**config.mk**
```make
export PLATFORM = sky130hd
export DESIGN_NAME = video_lock
export DESIGN_NICKNAME = d
export VERILOG_FILES = /design/src/rtl/video_pkg.sv /design/src/rtl/video_measure.sv /design/src/rtl/video_lock.sv
export SDC_FILE = /design/constraint.sdc
export NUM_CORES = 1
export LEC_CHECK = 0
export CAP_MARGIN = 0
export CORE_ASPECT_RATIO = 0.8
export CORE_UTILIZATION = 29
export DETAILED_ROUTE_END_ITERATION = 8
export HOLD_SLACK_MARGIN = 0.02
export PLACE_DENSITY = 0.47
export SYNTH_ARGS = -nofsm -noshare
export SYNTH_HDL_FRONTEND = slang
export SYNTH_SLANG_ARGS = --single-unit
export TNS_END_PERCENT = 20
```
**constraint.sdc**
```tcl
create_clock -name clk_i -period 3.8 [get_ports clk_i]
set_input_delay 0.57 -clock clk_i [delete_from_list [all_inputs] [get_ports clk_i]]
set_output_delay 0.57 -clock clk_i [all_outputs]
set_load 0.005 [all_outputs]
```
**src/rtl/video_pkg.sv**
```systemverilog
// Shared definitions for the video lock qualifier: lock FSM states,
// default resolution constants and counter width helpers.
package video_pkg;

  localparam int DEFAULT_H_WIDTH     = 1920;
  localparam int DEFAULT_V_HEIGHT    = 1080;
  localparam int DEFAULT_LOCK_FRAMES = 2;

  typedef enum logic [1:0] {
    UNLOCKED,
    CHECK,
    WRITE,
    RUN
  } lock_state_e;

  // Width of a counter that must hold 0..limit+1 (one overflow code above the target).
  function automatic int cnt_width(input int limit);
    return $clog2(limit + 2);
  endfunction

endpackage

```
**src/rtl/video_measure.sv**
```systemverilog
// Frame timing measurement: vs/de edge detection, saturating pixel and line
// counters, sticky bad-frame flag and the partial-first-frame flag.
// With VIDEO_LOCK_STATS_EN defined, the raw line/frame measurements are exported.
module video_measure
  import video_pkg::*;
#(
  parameter int H_WIDTH  = DEFAULT_H_WIDTH,
  parameter int V_HEIGHT = DEFAULT_V_HEIGHT,
  localparam int HW = cnt_width(H_WIDTH),
  localparam int VW = cnt_width(V_HEIGHT)
) (
  input  logic          clk_i,
  input  logic          rst_i,
  input  logic          vs_i,
  input  logic          de_i,
  output logic          vs_rise,
  output logic          frame_good
`ifdef VIDEO_LOCK_STATS_EN
  ,
  output logic          stat_line_end,
  output logic [HW-1:0] stat_line_len,
  output logic [VW-1:0] stat_frame_lines
`endif
);

  localparam logic [HW-1:0] H_FULL = HW'(H_WIDTH);
  localparam logic [HW-1:0] H_OVER = HW'(H_WIDTH + 1);
  localparam logic [VW-1:0] V_FULL = VW'(V_HEIGHT);
  localparam logic [VW-1:0] V_OVER = VW'(V_HEIGHT + 1);

  logic          vs_r;
  logic          de_r;
  logic          first_r;
  logic          frame_bad;
  logic [HW-1:0] hcnt;
  logic [HW-1:0] hcnt_next;
  logic [VW-1:0] vcnt;
  logic [VW-1:0] vcnt_close;
  logic          de_rise;
  logic          line_end;
  logic          line_good;
  logic          line_bad;

  assign vs_rise   = vs_i & ~vs_r;
  assign de_rise   = de_i & ~de_r;
  assign line_end  = de_r & ~de_i;
  assign line_good = line_end & (hcnt == H_FULL);
  assign line_bad  = line_end & ~line_good;

  // Next pixel count inside a frame: restart on a new line, saturate one above the target.
  always_comb begin
    hcnt_next = hcnt;
    if (de_rise) begin
      hcnt_next = HW'(1);
    end else if (de_i && (hcnt != H_OVER)) begin
      hcnt_next = hcnt + HW'(1);
    end
  end

  // Line count including a good line that ends in this very cycle, saturating.
  always_comb begin
    vcnt_close = vcnt;
    if (line_good && (vcnt != V_OVER)) begin
      vcnt_close = vcnt + VW'(1);
    end
  end

  assign frame_good = ~first_r & ~frame_bad & ~line_bad & ~de_i & (vcnt_close == V_FULL);

`ifdef VIDEO_LOCK_STATS_EN
  assign stat_line_end    = line_end;
  assign stat_line_len    = hcnt;
  assign stat_frame_lines = vcnt_close;
`endif

  // Edge history and per-frame counters; everything restarts at each frame boundary.
  always_ff @(posedge clk_i or posedge rst_i) begin
    if (rst_i) begin
      vs_r      <= 1'b0;
      de_r      <= 1'b0;
      first_r   <= 1'b1;
      frame_bad <= 1'b0;
      hcnt      <= '0;
      vcnt      <= '0;
    end else begin
      vs_r <= vs_i;
      de_r <= de_i;
      if (vs_rise) begin
        first_r   <= 1'b0;
        frame_bad <= 1'b0;
        vcnt      <= '0;
        hcnt      <= de_i ? HW'(1) : '0;
      end else begin
        hcnt      <= hcnt_next;
        vcnt      <= vcnt_close;
        frame_bad <= frame_bad | line_bad | (hcnt_next == H_OVER);
      end
    end
  end

endmodule

```
**src/rtl/video_lock.sv**
```systemverilog
// Frame-timing qualifier in front of the DDR frame delayer. Enables writing
// after LOCK_FRAMES consecutive good frames and reading one frame later;
// any bad frame drops both enables at the next frame boundary.
// Optional feature macro: VIDEO_LOCK_STATS_EN adds meas_h_o, meas_v_o, drops_o.
module video_lock
  import video_pkg::*;
#(
  parameter int H_WIDTH     = DEFAULT_H_WIDTH,
  parameter int V_HEIGHT    = DEFAULT_V_HEIGHT,
  parameter int LOCK_FRAMES = DEFAULT_LOCK_FRAMES,
  localparam int HW = cnt_width(H_WIDTH),
  localparam int VW = cnt_width(V_HEIGHT)
) (
  input  logic          clk_i,
  input  logic          rst_i,
  input  logic          vs_i,
  input  logic          de_i,
  output logic          wen_o,
  output logic          ren_o,
  output logic          locked_o,
  output logic          bad_o
`ifdef VIDEO_LOCK_STATS_EN
  ,
  output logic [HW-1:0] meas_h_o,
  output logic [VW-1:0] meas_v_o,
  output logic [7:0]    drops_o
`endif
);

  localparam logic [3:0] LOCK_TARGET = 4'(LOCK_FRAMES);

  lock_state_e state;
  lock_state_e state_next;
  logic [3:0]  good_cnt;
  logic [3:0]  good_cnt_next;
  logic        vs_rise;
  logic        frame_good;

`ifdef VIDEO_LOCK_STATS_EN
  logic          stat_line_end;
  logic [HW-1:0] stat_line_len;
  logic [VW-1:0] stat_frame_lines;
`endif

  video_measure #(
    .H_WIDTH  (H_WIDTH),
    .V_HEIGHT (V_HEIGHT)
  ) u_measure (
    .clk_i            (clk_i),
    .rst_i            (rst_i),
    .vs_i             (vs_i),
    .de_i             (de_i),
    .vs_rise          (vs_rise),
    .frame_good       (frame_good)
`ifdef VIDEO_LOCK_STATS_EN
    ,
    .stat_line_end    (stat_line_end),
    .stat_line_len    (stat_line_len),
    .stat_frame_lines (stat_frame_lines)
`endif
  );

  // Lock decision, taken only when a frame closes.
  always_comb begin
    state_next    = state;
    good_cnt_next = good_cnt;
    if (vs_rise) begin
      if (!frame_good) begin
        state_next    = UNLOCKED;
        good_cnt_next = '0;
      end else begin
        case (state)
          UNLOCKED: begin
            good_cnt_next = 4'd1;
            state_next    = (LOCK_FRAMES == 1) ? WRITE : CHECK;
          end
          CHECK: begin
            good_cnt_next = good_cnt + 4'd1;
            if ((good_cnt + 4'd1) == LOCK_TARGET) begin
              state_next = WRITE;
            end
          end
          WRITE:   state_next = RUN;
          RUN:     state_next = RUN;
          default: state_next = UNLOCKED;
        endcase
      end
    end
  end

  // State and registered enables; they can only move on the cycle after a frame boundary.
  always_ff @(posedge clk_i or posedge rst_i) begin
    if (rst_i) begin
      state    <= UNLOCKED;
      good_cnt <= '0;
      wen_o    <= 1'b0;
      ren_o    <= 1'b0;
      bad_o    <= 1'b0;
    end else begin
      state    <= state_next;
      good_cnt <= good_cnt_next;
      wen_o    <= (state_next == WRITE) || (state_next == RUN);
      ren_o    <= (state_next == RUN);
      bad_o    <= vs_rise & ~frame_good;
    end
  end

  assign locked_o = wen_o;

`ifdef VIDEO_LOCK_STATS_EN
  // Last line length, last frame's good-line count and a saturating count of lock losses.
  always_ff @(posedge clk_i or posedge rst_i) begin
    if (rst_i) begin
      meas_h_o <= '0;
      meas_v_o <= '0;
      drops_o  <= '0;
    end else begin
      if (stat_line_end) begin
        meas_h_o <= stat_line_len;
      end
      if (vs_rise) begin
        meas_v_o <= stat_frame_lines;
      end
      if (vs_rise && !frame_good && ((state == WRITE) || (state == RUN)) && (drops_o != 8'hFF)) begin
        drops_o <= drops_o + 8'd1;
      end
    end
  end
`endif

endmodule
```
=== Word level (Yosys, flattened, before mapping) ===
Cells that the tools add are included.

* Memories: 0
* Input bits: 4
* Bits in latches: 0
* Bits in read-only memories: 0
* Register bits after elaboration: 35
* Logic and storage cells: 65
* Output and inout bits: 4
* Bits in writable memories: 0

* $mul: 0
* Muxes and demuxes: 13
* Order comparisons: 0
* Shift operators: 0
* Reduce and logical (&&, ||, !) cells: 6
* Equal/unequal tests: 12
* Bitwise logic cells: 20
* $add $sub $neg: 3
* Divide/modulo/power cells: 0

{| class="wikitable"
|+ Operators by type and width
! cell !! count
|-
| two-way mux 11 bit || 5
|-
| equality test 11 bit (second input constant) || 3
|-
| adder 11 x 1 -> 11 bit (second input constant) || 2
|-
| inequality test 11 bit (second input constant) || 2
|-
| AND 1 bit || 10
|-
| equality test 2 bit (second input constant) || 4
|-
| NOT 1 bit || 8
|-
| one-hot mux 4 bit (2 select lines) || 1
|-
| two-way mux 2 bit || 3
|-
| one-hot mux 2 bit (3 select lines) || 1
|-
| adder 4 x 1 -> 4 bit (second input constant) || 1
|-
| equality test 4 x 2 -> 1 bit (second input constant) || 1
|-
| two-way mux 4 bit || 1
|-
| inequality test 3 x 1 -> 1 bit (second input constant) || 1
|-
| equality test 2 x 1 -> 1 bit (second input constant) || 1
|-
| logical AND 1 bit || 2
|-
| logical NOT 2 bit || 1
|-
| two-way mux 1 bit || 2
|-
| bitwise OR 1 bit || 2
|-
| AND reduction 2 bit || 1
|-
| OR reduction 2 bit || 1
|-
| logical OR 1 bit || 1
|}

=== Longest topological paths before layout ===
Gate-level depths: netlist of the first run.

* Depth after elaboration: 13
* Mapped depth: 9
* Mapped depth without buffers: 9

=== Cells and area by module ===
A second synthesis of the first run with hierarchy kept.

* Cell total of the unflattened synthesis: 252
* Area, all modules: 2230.9 um2

{| class="wikitable"
|+ Modules (own cells, without submodules)
! module !! area each (um2) !! cells each !! seq. area each (um2) !! times used
|-
| video_measure || 1735.4 || 202 || 651.9 || 1
|-
| video_lock || 495.5 || 50 || 225.2 || 1
|}

=== Worst setup path before layout of the first run ===
OpenSTA, ideal clock, no wires.

* Kind: register to register
* From: register u_measure.vcnt[7]
* To: register ren_o
* Slack: 1.165 ns
* Required time: 3.722 ns
* Arrival: 2.558 ns
* Period minus slack after synthesis: 2.635 ns
* Cell stages (with the launch flop): 9
* Path buffers: 1
* Library setup time: 0.078 ns
* Cell sequence: dfrtp_1 buf_2 or4_4 or3_1 and4_4 o32a_1 a2111oi_4 nand2_1 a21boi_1

* Word-level cells in the longest chain between the ends: 8
* Elaborated cells on any way between the ends: 9
* Those cells by class: add/sub: 1; eq/ne: 3; mux: 3; bitwise: 1; reduce/logical: 1

{| class="wikitable"
|+ RTL lines
! what !! RTL line !! source
|-
| from (decl) || video_measure.sv:37 || <nowiki>logic [VW-1:0] vcnt;</nowiki>
|-
| from (signal assigned) || video_measure.sv:95 || <nowiki>vcnt <= vcnt_close;</nowiki>
|-
| branches (longest 2 deep; another with adder 11 x 1 -> 11 bit) || - ||
|-
| two-way mux 11 bit (*) || video_measure.sv:63 || <nowiki>if (line_good && (vcnt != V_OVER)) begin</nowiki>
|-
| equality test 11 bit (*) || video_measure.sv:68 || <nowiki>assign frame_good = ~first_r & ~frame_bad & ~line_bad & ~de_i & (vcnt_close == V_FULL);</nowiki>
|-
| AND 1 bit (*) || video_measure.sv:68 ||
|-
| two-way mux 2 bit (*) || video_lock.sv:68 || <nowiki>if (!frame_good) begin</nowiki>
|-
| two-way mux 2 bit (*) || video_lock.sv:67 || <nowiki>if (vs_rise) begin</nowiki>
|-
| equality test 2 bit (*) || video_lock.sv:103 || <nowiki>ren_o <= (state_next == RUN);</nowiki>
|-
| to (signal assigned) || video_lock.sv:103 ||
|-
| to (decl) || video_lock.sv:19 || <nowiki>output logic ren_o,</nowiki>
|}

Mark *: on every way between the ends.
A chain may end at the register's enable or synchronous reset.

=== Worst setup path after layout of the first run ===
* From: input de_i
* To: register ren_o

* Word-level cells in the longest chain between the ends: 12
* Elaborated cells on any way between the ends: 15
* Those cells by class: eq/ne: 2; mux: 3; bitwise: 9; reduce/logical: 1

{| class="wikitable"
|+ RTL lines
! what !! RTL line !! source
|-
| from (decl) || video_lock.sv:17 || <nowiki>input logic de_i,</nowiki>
|-
| NOT 1 bit (*) || video_measure.sv:46, video_measure.sv:68 ||
|-
| branches (longest 7 deep; another with two-way mux 11 bit) || - ||
|-
| AND 1 bit (*) || video_measure.sv:68 ||
|-
| two-way mux 2 bit (*) || video_lock.sv:68 ||
|-
| two-way mux 2 bit (*) || video_lock.sv:67 ||
|-
| equality test 2 bit (*) || video_lock.sv:103 ||
|}

Marked as above.

==> flow_summary_export.csv, run 1 <==
group,metric,value,unit
status,result_of_the_run,"finished clean",
cts,clk_root_buffer_cell,"sky130_fd_sc_hd__clkbuf_8",
cts,htreeDepth,2,
timing,setup_tns,0,ns
setup_path,path_cells,"clkdlybuf4s50_1 -> nor2b_1 -> nand3_1 -> nand4b_1 -> or4_1 -> a2111oi_4 -> nand2_1 -> a21boi_1",
setup_path,worstPathBufferInverterCount,1,
cells_and_area,post-route-cell-area,0.002400,mm^2
floorplanning,die_area,0.007846,mm^2
synth,synth_largest_type_area_fraction,39.15,%
synth,synthCells,240,
synth,synth_top_cells_by_area,"sky130_fd_sc_hd__dfrtp_1, sky130_fd_sc_hd__nor2_1, sky130_fd_sc_hd__xnor2_1",
drt,detail_route.first_pass.iterations,4,
pwr,vdd.ir_drop.worst,0.1474,mV
setup_path,slowest_delay,0.58,ns
floorplanning,die_w,98.79,um
floorplanning,floorplan.core_area,0.007061,mm^2
cts,holdBufCountCts,0,
drt,routed_wire_length_per_instance,14.40,um
cts,cts_repair_resize_count,0,
cts,tritoncts,"yes",
timing,relSlewSlack,41.24,%
timing,min_period_over_period,79.06,%
placed_design,dp_hpwl,3388,um
grt,globalRoute.totalOverflow,0,
floorplanning,die_y_extent,79.43,um
cts,clockBufferDepth,2,
pwr,power.share.combinational,8.9,%
setup_path,cp_max_fo,6,
setup_path,timing.critical_path.required,4.02,ns
floorplanning,initial_core_util,30.78,%
synth,ys_ff_latch,35,
timing,rsz0062_at_grt,"false",
synth,synthArstFlopShare,100.0,%
cts,num_cts_buffers,5,
pwr,total_net_switching_power,191.4,uW
placed_design,portbufs,7,
pwr,cellPowerDensity,301.7,mW/mm^2
drt,dr.first_iter.drc_count,67,
synth,postSynthAreaPerCell,9.056,um^2
cells_and_area,num-nets-final,253,
synth,synthesis.area,0.002173,mm^2
hold_path,worst_hold_path_type,"reg2reg",
synth,synth_nets,251,
pwr,power.leakage,0.0009517,uW
grt,grt_pass1_wl,8569,um
setup_path,critPathLaunchType,"input pin",
timing,setup_viol,0,
setup_path,slowest_stage,"sky130_fd_sc_hd__a2111oi_4",
pwr,power.clock.fraction,37.0,%
cts,clock_sinks,35,
cts,clock_latency,0.29,ns
synth,ys.warnings.count,0,
timing,clock_skew,0.006301,ns
synth,netlist_top_cells_count,"sky130_fd_sc_hd__nor2_1, sky130_fd_sc_hd__dfrtp_1, sky130_fd_sc_hd__nand2_1, sky130_fd_sc_hd__nand3_1",
drt,drt_drc_violations_left,0,
setup_path,worst_path_dominant_cell_family,"simple AND/OR/NAND/NOR gates",
pwr,seq_power_share,54.1,%
timing,finalWorstPathRequiredPeriod,3.004,ns
synth,synth_top_flop_cell,"sky130_fd_sc_hd__dfrtp_1",
pwr,cell_internal_power,532.6,uW
timing,achievable-frequency,332.9,MHz
timing,number_of_pins_exceeding_their_max_slew_limit_in_the_final_report,0,
grt,first_global_vias,1680,
synth,ys_seq_area_share,40.36,%
grt,grt_max_degree,23,
synth,synth.lib_cells_used.distinct,54,
timing,timing.final.hold_violations,0,
floorplanning,std_cell_rows,27,
synth,synth_most_common_cell,"sky130_fd_sc_hd__nor2_1",
setup_path,critPathArrivalTime,3.22,ns
drt,wl,4752,um
grt,track_usage,13.85,%
pwr,swShare,26.44,%
placed_design,placed_cell_area,0.002315,mm^2
synth,edff_count_synth,0,
run,maximum_capacitance_violations,0,
floorplanning,ioPinCount,8,
setup_path,critPathKind,"in2reg",
cts,worst_setup_hold_path_clk_slew,0.07,ns
drt,route.detailed.vias_per_inst,5.239,
grt,grt_antenna_before_repair,0,
synth,yosysTopAreaCell,"sky130_fd_sc_hd__dfrtp_1",
setup_path,cp-end-kind,"flop",
timing,worst_slew_pin_slew,0.8805,ns
cells_and_area,drive_gt1_share,8.642,%
cells_and_area,area_delta_synth_final,10.42,%
cts,cts_setup_buffers,0,
drt,final_antenna_net_count,0,
cells_and_area,antenna_cells,0,
drt,via_count,1729,
placed_design,place.gp.congestion,0.7805,
area by class of cell:
cell class / count / area, um^2
clock buffer: 6 / 72.57
multi-input combinational: 182 / 1202
fill: 735 / 4661
clock inverter: 2 / 12.51
tap: 87 / 108.9
timing repair buffer: 11 / 100.1
sequential: 35 / 877.1
inverter: 7 / 26.28
through the flow:
| step | hold slack [ns] | worst slack, ns | power, uW | instances | util [%] |
|---|---|---|---|---|---|
| 2_1_floorplan | 0.4697 | 1.165 | 440.2 | 240 | - |
| 3_3_place_gp | 0.4831 | 0.5510 | 464.3 | 322 | 32.78 |
| 3_5_place_dp | 0.4875 | 0.4808 | 463.9 | 322 | 32.78 |
| 4_1_cts | 0.5003 | 0.7982 | 741.4 | 330 | 33.99 |
| 5_1_grt | 0.5081 | 0.5003 | 762.8 | 330 | 33.99 |
| 6_report | 0.4972 | 0.7959 | 723.9 | 330 | 33.99 |
worst register-to-register path: stages (launching register included):
cell and delay (ns):
sky130_fd_sc_hd__dfrtp_1 0.48, sky130_fd_sc_hd__nor4b_1 0.50, sky130_fd_sc_hd__nand3_1 0.22, sky130_fd_sc_hd__nand4b_1 0.32, sky130_fd_sc_hd__or4_1 0.50, sky130_fd_sc_hd__a2111oi_4 0.58, sky130_fd_sc_hd__nand2_1 0.15, sky130_fd_sc_hd__a21boi_1 0.15
worst paths after layout:
| kind | start | end | slack (ns) | depth (start not counted) |
|---|---|---|---|---|
| max | de_i | ren_o | 0.80 | 8 |
| min | u_measure.first_r | u_measure.first_r | 0.50 | 1 |
| max reg2reg | u_measure.hcnt[5] | ren_o | 0.84 | 7 |
| min reg2reg | u_measure.first_r | u_measure.first_r | 0.50 | 1 |
| max in group asynchronous | rst_i | u_measure.first_r | 2.25 | 3 |
| min in group asynchronous | rst_i | u_measure.vs_r | 0.76 | 2 |
power groups by stage:
stage / clock, uW / sequential (uW) / combinational, uW
after floorplan: 0 / 396 / 44.5
after global placement: 0 / 399 / 64.8
after detailed placement: 0 / 398 / 65.4
after CTS: 284 / 391 / 65.7
after global routing: 295 / 393 / 74.9
final: 268 / 392 / 64.2
flip-flops by register name, indices dropped and copies added, names as in the netlist:
name                 cells
ren_o                    1
u_measure.frame_bad      1
u_measure.de_r           1
u_measure.first_r        1
u_measure.vs_r           1
u_measure.vcnt          11
good_cnt                 4
locked_o                 1
state                    2
bad_o                    1
u_measure.hcnt          11
cells by family (layout without fill, tap and decap cells):
kind of cell | after synthesis | after routing | share of synthesized area [%]
AO/OA/AOI/OAI | 37 | 37 | 12.49
XOR/XNOR | 24 | 24 | 9.672
adder cells (fa/ha/maj) | 7 | 7 | 4.030
buffers and inverters | 23 | 26 | 4.318
flip-flops | 35 | 35 | 40.36
multiplexers | 2 | 2 | 0.9212
AND/OR/NAND/NOR | 112 | 112 | 28.21
cells in the final DEF, fill, tap and decap left out, types with 3 or more instances in the layout:
cell and count:
sky130_fd_sc_hd__nor2b_1 3, sky130_fd_sc_hd__nor4_1 3, sky130_fd_sc_hd__xnor2_1 12, sky130_fd_sc_hd__a31oi_1 3, sky130_fd_sc_hd__a21oi_1 4, sky130_fd_sc_hd__dfrtp_1 34, sky130_fd_sc_hd__o21ai_0 8, sky130_fd_sc_hd__nand2_1 18
sky130_fd_sc_hd__nand4_1 8, sky130_fd_sc_hd__a211oi_1 3, sky130_fd_sc_hd__nand4b_1 4, sky130_fd_sc_hd__nor2_1 35, sky130_fd_sc_hd__nand3_1 13, sky130_fd_sc_hd__inv_1 7, sky130_fd_sc_hd__a22o_1 3, sky130_fd_sc_hd__nor3_1 4
sky130_fd_sc_hd__clkdlybuf4s50_1 7, sky130_fd_sc_hd__and2_1 4, sky130_fd_sc_hd__clkbuf_8 5, sky130_fd_sc_hd__buf_4 4, sky130_fd_sc_hd__xor2_1 12, sky130_fd_sc_hd__ha_1 7
per-layer routing:
layer	routed length [um]	global-route usage (%)	part of all wire, %
met1	2671	21.14	56
met2	1911	19.16	40
met3	130	2.890	2.7
met4	38	4.179	0.80
met5	0	0	0
Power figures use the tool's default switching activity.
==> run 2, diff against run 1 <==
--- a/config.mk
+++ b/config.mk
@@ -10,7 +10,7 @@
 export CORE_UTILIZATION = 29
 export DETAILED_ROUTE_END_ITERATION = 8
 export HOLD_SLACK_MARGIN = 0.02
-export PLACE_DENSITY = 0.47
+export PLACE_DENSITY = 0.48
 export SYNTH_ARGS = -nofsm -noshare
 export SYNTH_HDL_FRONTEND = slang
 export SYNTH_SLANG_ARGS = --single-unit
==> constraint.sdc (replaced) <==
create_clock -name clk_i -period 2.4 [get_ports clk_i]
set_input_delay 0.36 -clock clk_i [delete_from_list [all_inputs] [get_ports clk_i]]
set_output_delay 0.36 -clock clk_i [all_outputs]
set_load 0.005 [all_outputs]
==> run 2 against run 1 <==
The run now ends with setup timing left. Critical path depth stayed put. Global-route usage grew 0.51 points. Die area is the same. Hold slack lost 0.18 ns. Worst setup slack got worse by 0.89 ns. Via count increased by 8.2%. Register-to-register slack worse by 0.93 ns. Final cell count grew 14%. Final area is 18% higher. Clock power grew 82%.
==> flow_summary_export.csv, run 2 (same netlist as run 1, synthesis figures left out) <==
group,metric,value,unit
hold_path,holdCritStartpoint,"de_i",
timing,achievable-frequency,400.8,MHz
placed_design,dp_slack,-0.4196,ns
placed_design,placed_cell_area,0.002623,mm^2
drt,dr.first_iter.drc_count,94,
grt,first_global_vias,1775,
status,violated_checks,"setup timing",
pwr,cellPowerDensity,437.7,mW/mm^2
cts,worst_setup_hold_path_clk_slew,0.08,ns
placed_design,dp_hpwl,3775,um
pwr,power.leakage,0.001234,uW
status,result_of_the_run,"finished, violations left",
cells_and_area,antenna_cells,0,
drt,detail_route.first_pass.iterations,4,
cts,htreeDepth,2,
cts,clock_sinks,35,
pwr,cell_internal_power,921.8,uW
timing,holdWs,0.3167,ns
pwr,power.share.combinational,11.0,%
setup_path,r2r-start,"u_measure.vcnt[8]",
timing,worst_slew_pin_slew,0.4686,ns
pwr,totalPowerFinal,1235,uW
setup_path,timing.reg2reg.worst_path_depth,8,
drt,routed_wire_length_per_instance,13.93,um
timing,min_period_over_period,103.9,%
cells_and_area,area_delta_synth_final,29.88,%
cts,tritoncts,"yes",
floorplanning,floorplan.core_area,0.007061,mm^2
drt,route.detailed.vias_per_inst,4.960,
setup_path,worstSetupStartpoint,"u_measure.vcnt[8]",
setup_path,critPathArrivalTime,2.70,ns
setup_path,endpoint,"good_cnt[1]",
grt,grt_max_degree,36,
timing,finalWorstPathRequiredPeriod,2.495,ns
floorplanning,die_y_extent,79.43,um
run,maximum_capacitance_violations,0,
setup_path,critPathLaunchType,"flop",
grt,globalRoute.totalOverflow,0,
setup_path,timing.critical_path.required,2.61,ns
setup_path,critPathKind,"reg2reg",
pwr,swShare,25.39,%
placed_design,place.gp.congestion,0.7715,
cells_and_area,post-route-cell-area,0.002823,mm^2
floorplanning,initial_core_util,30.78,%
floorplanning,std_cell_rows,27,
pwr,seq_power_share,49.5,%
timing,timing.final.hold_violations,0,
hold_path,worst_hold_path_type,"in2reg",
cts,clock_latency,0.29,ns
cts,clockBufferDepth,2,
pwr,total_net_switching_power,313.7,uW
pwr,vdd.ir_drop.worst,0.2346,mV
placed_design,portbufs,7,
drt,drt_drc_violations_left,0,
setup_path,cp-end-kind,"flop",
drt,wl,5253,um
timing,relSlewSlack,68.69,%
setup_path,cp_max_fo,6,
grt,grt_pass1_wl,8735,um
timing,setup_viol,6,
grt,grt_antenna_before_repair,0,
cells_and_area,layout_commonest_cell,"sky130_fd_sc_hd__buf_4",
timing,rsz0062_at_grt,"true",
cells_and_area,mostFrequentLayoutCells,"sky130_fd_sc_hd__buf_4, sky130_fd_sc_hd__nor2_1, sky130_fd_sc_hd__dfrtp_1, sky130_fd_sc_hd__nand2_1, sky130_fd_sc_hd__nand3_1",
floorplanning,die_w,98.79,um
cells_and_area,num-nets-final,300,
cts,num_cts_buffers,5,
timing,clock_skew,0.008085,ns
drt,via_count,1870,
cts,holdBufCountCts,0,
cts,clk_root_buffer_cell,"sky130_fd_sc_hd__clkbuf_8",
floorplanning,die_area,0.007846,mm^2
setup_path,rr_endpoint,"good_cnt[1]",
timing,final_critical_path_setup_slack,-0.09476,ns
grt,track_usage,14.36,%
floorplanning,ioPinCount,8,
timing,number_of_pins_exceeding_their_max_slew_limit_in_the_final_report,0,
drt,final_antenna_net_count,0,
setup_path,r2r_slack,-0.09,ns
cells_and_area,registers_with_the_most_flip_flops,"u_measure.hcnt (11), u_measure.vcnt (11), good_cnt (4)",
cells_and_area,drive_gt1_share,26.55,%
pwr,power.clock.fraction,39.6,%
[run 2: cell count changes in the layout (fill, tap and decap cells not counted), sizes merged]
cell	previous run	this run
buf	4	51
clkdlybuf4s50	7	6
clkinv	1	0
dlymetal6s2s	0	1
clkbuf	6	7
[run 2: through the flow]
| stage | std cells | utilization, % | setup TNS, ns |
|---|---|---|---|
| finish | 377 | 39.98 | -0.3066 |
| global route | 377 | 39.98 | -1.125 |
| CTS | 372 | 38.92 | -0.5983 |
| detailed placement | 363 | 37.14 | -3.273 |
| global placement | 363 | 37.14 | -2.662 |
| floorplan | 240 | - | -1.591 |
[run 2: layout make-up]
| cell class | count | area [um^2] |
|---|---|---|
| clock inverter | 1 | 7.507 |
| sequential | 35 | 877.1 |
| multi-input combinational | 182 | 1251 |
| inverter | 7 | 26.28 |
| tap | 87 | 108.9 |
| clock buffer | 7 | 96.34 |
| timing repair buffer | 58 | 455.4 |
| fill | 720 | 4238 |
[run 2: power by group through the flow]
| stage | registers (uW) | clock network, uW | logic [uW] |
|---|---|---|---|
| after global placement | 623 | 0 | 132 |
| after floorplan | 627 | 0 | 70.4 |
| after global routing | 613 | 531 | 152 |
| after CTS | 611 | 505 | 135 |
| final | 611 | 489 | 136 |
| after detailed placement | 623 | 0 | 134 |
[run 2: how the worst min path moves through the flow]
stage / endpoint / cells past startpoint
after global placement: u_measure.first_r / 1
final: u_measure.de_r / 1
after CTS: u_measure.hcnt[6] / 3
after detailed placement: u_measure.first_r / 1
after floorplan: u_measure.de_r / 0
after global routing: u_measure.de_r / 1
[run 2: metal layers]
layer	GRT usage, %	up-vias	part of all wire [%]
met5	0	-	0
met4	4.478	0	1.1
met3	3.415	8	3.6
met2	21.47	29	42
met1	20.35	887	53
li1	-	946	-
[run 2: timing repair]
action | 4_1_cts | 5_1_grt
pin swaps | 10 | 7
setup buffers | 1 | 5
gates resized for setup | 2 | 9
endpoints found under the setup margin | 9 | 10
[run 2: worst max-delay path, stage by stage, from the launching register on]
cell and delay [ns]:
sky130_fd_sc_hd__dfrtp_1 0.38, sky130_fd_sc_hd__or4_4 0.55, sky130_fd_sc_hd__or3_4 0.39, sky130_fd_sc_hd__and4_4 0.16, sky130_fd_sc_hd__o32a_1 0.34, sky130_fd_sc_hd__a2111oi_4 0.19, sky130_fd_sc_hd__buf_4 0.20, sky130_fd_sc_hd__nand4b_1 0.10
sky130_fd_sc_hd__o211ai_1 0.11
==> run 3, diff against run 2 <==
--- a/config.mk
+++ b/config.mk
@@ -8,6 +8,7 @@
 export CAP_MARGIN = 0
 export CORE_ASPECT_RATIO = 0.8
 export CORE_UTILIZATION = 29
+export CTS_CLUSTER_SIZE = 14
 export DETAILED_ROUTE_END_ITERATION = 8
 export HOLD_SLACK_MARGIN = 0.02
 export PLACE_DENSITY = 0.48
==> results of run 3 <==
The final DEF is identical to that of run 2; final timing and power are the same.
